File: config.mk
export PLATFORM = sky130hd
export DESIGN_NAME = hilo_div_unit
export DESIGN_NICKNAME = d
export VERILOG_FILES = /design/src/rtl/hilo_div_unit_pkg.sv /design/src/rtl/hilo_div_unit_div_step.sv /design/src/rtl/hilo_div_unit.sv
export SDC_FILE = /design/constraint.sdc
export NUM_CORES = 1
export LEC_CHECK = 0
export ABC_AREA = 1
export BUFFER_PORTS_ARGS = -buffer_cell sky130_fd_sc_hd__buf_4
export CAP_MARGIN = 5
export CORE_UTILIZATION = 55
export DETAILED_ROUTE_END_ITERATION = 8
export PLACE_DENSITY = 0.76
export SLEW_MARGIN = 30
export SYNTH_ARGS = -nofsm -noshare
export SYNTH_HDL_FRONTEND = slang
export SYNTH_SLANG_ARGS = --single-unit
File: constraint.sdc
create_clock -name clk -period 2.32 [get_ports clk]
set_input_delay 0.116 -clock clk [delete_from_list [all_inputs] [get_ports clk]]
set_output_delay 0.116 -clock clk [all_outputs]
set_load 0.01 [all_outputs]
File: src/rtl/hilo_div_unit_pkg.sv
// Shared definitions for the HILO divider: FSM encodings, the divide-by-zero
// quotient and the decode op codes that drive start/signed_div.
package hilo_div_unit_pkg;

    typedef enum logic [1:0] {
        DIV_IDLE = 2'd0,
        DIV_CALC = 2'd1,
        DIV_FIX  = 2'd2,
        DIV_DONE = 2'd3
    } div_state_e;

    localparam logic [31:0] DIV_ZERO_QUO = 32'hFFFF_FFFF;

    localparam logic [7:0] EXE_DIV_OP  = 8'b0001_1010;
    localparam logic [7:0] EXE_DIVU_OP = 8'b0001_1011;

    function automatic logic div_op_signed(input logic [7:0] op);
        return op == EXE_DIV_OP;
    endfunction

endpackage

File: src/rtl/hilo_div_unit_div_step.sv
// One restoring-division iteration: shift the next dividend bit into the
// partial remainder and keep the trial difference when it does not go negative.
module hilo_div_unit_div_step #(
    parameter int WIDTH = 32
) (
    input  logic [WIDTH-1:0] rem,
    input  logic [WIDTH-1:0] quo,
    input  logic [WIDTH-1:0] divisor,
    output logic [WIDTH-1:0] rem_out,
    output logic [WIDTH-1:0] quo_out
);

    logic [WIDTH:0] rem_sh;
    logic [WIDTH:0] diff;

    assign rem_sh = {rem, quo[WIDTH-1]};
    assign diff   = rem_sh - {1'b0, divisor};

    always_comb begin
        if (diff[WIDTH]) begin
            rem_out = rem_sh[WIDTH-1:0];
            quo_out = {quo[WIDTH-2:0], 1'b0};
        end else begin
            rem_out = diff[WIDTH-1:0];
            quo_out = {quo[WIDTH-2:0], 1'b1};
        end
    end

endmodule

File: src/rtl/hilo_div_unit.sv
// Multi-cycle radix-2 restoring divider for DIV/DIVU producing {HI=remainder, LO=quotient}.
// done is registered off the DONE state, so it lands one cycle after the result is written.
module hilo_div_unit
    import hilo_div_unit_pkg::*;
#(
    parameter int WIDTH = 32,
    parameter int CNT_W = 6
) (
    input  logic               clk,
    input  logic               resetn,
    input  logic               start,
    input  logic               signed_div,
    input  logic [WIDTH-1:0]   srca,
    input  logic [WIDTH-1:0]   srcb,
    input  logic               cancel,
    output logic               busy,
    output logic               done,
    output logic [2*WIDTH-1:0] hilores
);

    div_state_e       state, state_nxt;
    logic [CNT_W-1:0] cnt;
    logic [WIDTH-1:0] rem, quo, dvs;
    logic [WIDTH-1:0] rem_nxt, quo_nxt;
    logic [WIDTH-1:0] a_mag, b_mag, rem_fix, quo_fix;
    logic             neg_q, neg_r;
    logic             accept, div_zero, last_step;

    assign accept    = start && !cancel;
    assign div_zero  = srcb == '0;
    assign last_step = cnt == CNT_W'(WIDTH - 1);

    assign a_mag   = (signed_div && srca[WIDTH-1]) ? ~srca + WIDTH'(1) : srca;
    assign b_mag   = (signed_div && srcb[WIDTH-1]) ? ~srcb + WIDTH'(1) : srcb;
    assign quo_fix = neg_q ? ~quo + WIDTH'(1) : quo;
    assign rem_fix = neg_r ? ~rem + WIDTH'(1) : rem;

    hilo_div_unit_div_step #(.WIDTH(WIDTH)) u_div_step (
        .rem     (rem),
        .quo     (quo),
        .divisor (dvs),
        .rem_out (rem_nxt),
        .quo_out (quo_nxt)
    );

    always_ff @(posedge clk) begin
        if (!resetn) state <= DIV_IDLE;
        else         state <= state_nxt;
    end

    always_comb begin
        state_nxt = state;
        unique case (state)
            DIV_IDLE: if (accept) state_nxt = div_zero ? DIV_DONE : DIV_CALC;
            DIV_CALC: if (cancel) state_nxt = DIV_IDLE;
                      else if (last_step) state_nxt = DIV_FIX;
            DIV_FIX:  state_nxt = cancel ? DIV_IDLE : DIV_DONE;
            DIV_DONE: state_nxt = DIV_IDLE;
            default:  state_nxt = DIV_IDLE;
        endcase
    end

    always_comb begin
        busy = state != DIV_IDLE;
    end

    // Dividend bits shift out of quo's MSB while quotient bits shift in at the LSB.
    always_ff @(posedge clk) begin
        if (!resetn) begin
            cnt     <= '0;
            rem     <= '0;
            quo     <= '0;
            dvs     <= '0;
            neg_q   <= 1'b0;
            neg_r   <= 1'b0;
            done    <= 1'b0;
            hilores <= '0;
        end else begin
            done <= state == DIV_DONE;
            unique case (state)
                DIV_IDLE: if (accept) begin
                    cnt   <= '0;
                    rem   <= '0;
                    quo   <= a_mag;
                    dvs   <= b_mag;
                    neg_q <= signed_div && (srca[WIDTH-1] ^ srcb[WIDTH-1]);
                    neg_r <= signed_div && srca[WIDTH-1];
                    if (div_zero) hilores <= {srca, {WIDTH{1'b1}}};
                end
                DIV_CALC: begin
                    rem <= rem_nxt;
                    quo <= quo_nxt;
                    cnt <= cnt + CNT_W'(1);
                end
                DIV_FIX: if (!cancel) hilores <= {rem_fix, quo_fix};
                default: ;
            endcase
        end
    end

endmodule

==> out/metrics.yaml <==
status: "finished, final reports clean"
finalCritPeriodShare_pct: 99.4
fin_nets: 2498
finClkSkew_ps: 16.0
grt_usage_pct: 38.2
clock_path_buffers: 2
finalSetupViolCount: 0
p_sw_share_pct: 43.4
rr_endpoint: "rem[24]$_SDFFE_PN0P_"
synth_cell_types: 50
tightest_slew_ps: 787
gp_congestion: 1.01
ys_async_sr_fraction_pct: 0
drt-total-wl_um: 47600
crit_type: "flop to flop"
grt_pass1_wl_um: 72300
ir_worst_vdd_mv: 0.512
antenna_found_initial: 0
cp_common_cell: "nand2_4"
power_mw: 12.3
clock_power_share_pct: 23.5
avgViaCountPerCell: 5.70
antenna_cells: 0
relSlewSlack_pct: 47.1
rsz0062_at_grt: "true"
reg2reg_depth: 16
grt_max_degree: 75
worstSetupEndpointType: "flop"
crit_end: "rem[24]$_SDFFE_PN0P_"
ant_nets: 0
syn2layout_area_growth_pct: 25.7
fin_crit_ps: 2310
port_buffers: 134
numCtsBuffers: 17
grt_pass1_vias: 13800
syn_area_per_cell_um2: 5.93
slew_viol_final: 0
cts.sinks: 171
drc_errors: 0
leakagePower_nw: 7.78
syn_area_um2: 13000
hold_viol: 0
rows: 55
p_int_mw: 6.96
crit_required_ps: 2670
drive_above_1_share_pct: 18.6
synth_edf_count: 0
cp_slowest_stage_delay_ps: 300
max_freq_ghz: 0.433
core_area_um2: 22900
min_path_type: "input port to flop"
cp_max_fo: 7
floorplan.initialDensity_pct: 56.7
drv_cap: 0
num_io_pins: 135
p_comb_share_pct: 49.9
syn_nets: 2298
r2r_slack_ps: 10
seq_area_frac_synth_pct: 26.4
synth_seq_cells: 171
die-area_um2: 24200
reg2reg_from: "dvs[14]$_SDFFE_PN0P_"
hpwl_um: 36000
postLayoutCellArea_um2: 16300
clk_pin_slew_worst_paths_ps: 70
clock_latency_ps: 440
dieWidth_um: 156
synthFlopType: "dfxtp_1"
cts_root_buf: "clkbuf_16"
cp-startpoint: "dvs[14]$_SDFFE_PN0P_"
wl_per_cell_um: 17.5
drtPass1Iterations: 6
synthCells: 2191
ctsHtreeMaxLevel: 4
powerDensity_nw_per_um2: 753
overflow: 0
slowest_stage: "dfxtp_1"
layout_common_cells: "560 x nand2_1, 309 x inv_1, 236 x buf_4"
crit_path_start_kind: "flop"
cts_tree: "yes"
layout_commonest_cell: "nand2_1"
post_dp_cell_area_um2: 15000
vias: 15500
ys_warn_count: 0
first_iter_violations: 1979
seq_power_share_pct: 26.7
worstPathArrival_ps: 2660
switchingPower_mw: 5.33
fp.dieH_um: 156
path_cells: "inv_1 -> ha_4 -> nand2_1 -> inv_2 -> nand2_2 -> inv_1 -> a21oi_2 -> nand2_4 -> nand2_4 -> nand2_4 -> nand2_8 -> nand2_8 -> buf_12 -> nand2_1 -> nand3_2 -> a21oi_2"
## kinds of logic (layout without fill, tap and decap cells)
logic type               after synthesis  after routing  share of synthesized area (%)
XOR/XNOR                              42             42                           2.83
adder cells (fa/ha/maj)               38             38                           3.72
AO/OA/AOI/OAI                        416            416                           17.7
flip-flops                           171            171                           26.4
buffers and inverters                411            623                           12.2
AND/OR/NAND/NOR                     1113           1113                           37.1
## power groups by stage
| stage | sequential (mW) | combinational [mW] | clock (mW) |
|---|---|---|---|
| final | 3.28 | 6.13 | 2.88 |
| after global routing | 3.29 | 6.69 | 2.99 |
| after CTS | 3.24 | 5.55 | 2.88 |
| after detailed placement | 3.30 | 5.49 | 0 |
| after global placement | 3.30 | 5.46 | 0 |
| after floorplan | 3.27 | 3.53 | 0 |
## sequential cells by signal, indices dropped and copies added, names as in the netlist
name and count:
cnt 6, done 1, dvs 32, hilores 64
neg_q 1, neg_r 1, quo 32, rem 32
state 2
## repair_timing
item / 4_1_cts / 5_1_grt
pin swaps: 0 / 12
gates cloned: 0 / 4
hold buffers: 6 / 0
endpoints found under the setup margin: 33 / 84
buffers inserted: 1 / 14
resized for setup: 8 / 105
hold endpoints to repair: 6 / 0
## synth_stat cells, drive strengths merged (8+ instances only)
master    n  area share [%]
clkbuf   55             1.6
nor3     21            0.85
a21oi   180             7.4
nand3   217             8.8
o21ai   155             6.0
a31oi    30             1.4
inv     327             9.5
nand2   595              18
nand3b   14            0.81
xor2     25             1.7
dfxtp   171              26
nor4      8            0.39
ha       37             3.6
o211ai   10            0.58
xnor2    17             1.1
o22ai    15            0.72
nand4    21             1.0
nor2    229             7.0
buf      26             1.1
## final cells by class
type | count | area, µm²
Clock buffer | 18 | 429
Inverter | 330 | 1250
Timing Repair Buffer | 262 | 2240
Sequential cell | 171 | 3450
Tap cell | 313 | 392
Multi-Input combinational cell | 1609 | 8420
Fill cell | 2058 | 6590
Clock inverter | 13 | 134
## metal layers
layer / vias up / GRT usage [%] / routed length [µm]
li1: 7485 / - / -
met1: 7058 / 53.0 / 20400
met2: 854 / 60.2 / 20900
met3: 97 / 5.00 / 4730
met4: 0 / 14.1 / 1560
met5: - / 0 / 0
## worst min-delay path by stage
stage               startpoint                        to  cells past startpoint  slack, ps
floorplan             srca[15]  hilores[47]$_SDFFE_PN0P_                      2        260
global route          srcb[20]      dvs[20]$_SDFFE_PN0P_                      3         20
CTS                   srcb[20]      dvs[20]$_SDFFE_PN0P_                      3          3
finish                srca[28]  hilores[60]$_SDFFE_PN0P_                      3         10
detailed placement     srcb[0]       dvs[0]$_SDFFE_PN0P_                      3        410
global placement       srcb[0]       dvs[0]$_SDFFE_PN0P_                      3        400
## through the flow
stage | std cells | setup WS (ps) | setup TNS (ps) | hold WS [ps] | util, %
6_report | 2716 | 12.9 | 0 | 11.8 | 71.3
5_1_grt | 2716 | -62.3 | -1210 | 24.2 | 71.3
4_1_cts | 2698 | 4.03 | 0 | 2.70 | 68.2
3_5_place_dp | 2660 | -171 | -2240 | 413 | 65.3
3_3_place_gp | 2660 | -159 | -1180 | 405 | 65.3
2_1_floorplan | 2191 | 57.5 | 0 | 260 | -
## worst max-delay path: cells and delay by family, from the launching register on
kind | cells | cell delay, ps
and+or+nand+nor | 9 | 860
buffers and inverters | 4 | 450
AOI/OAI and AO/OA | 2 | 350
DFF | 1 | 300
adders and majority gates | 1 | 250
No activity file was read; power rests on OpenSTA's default activity.
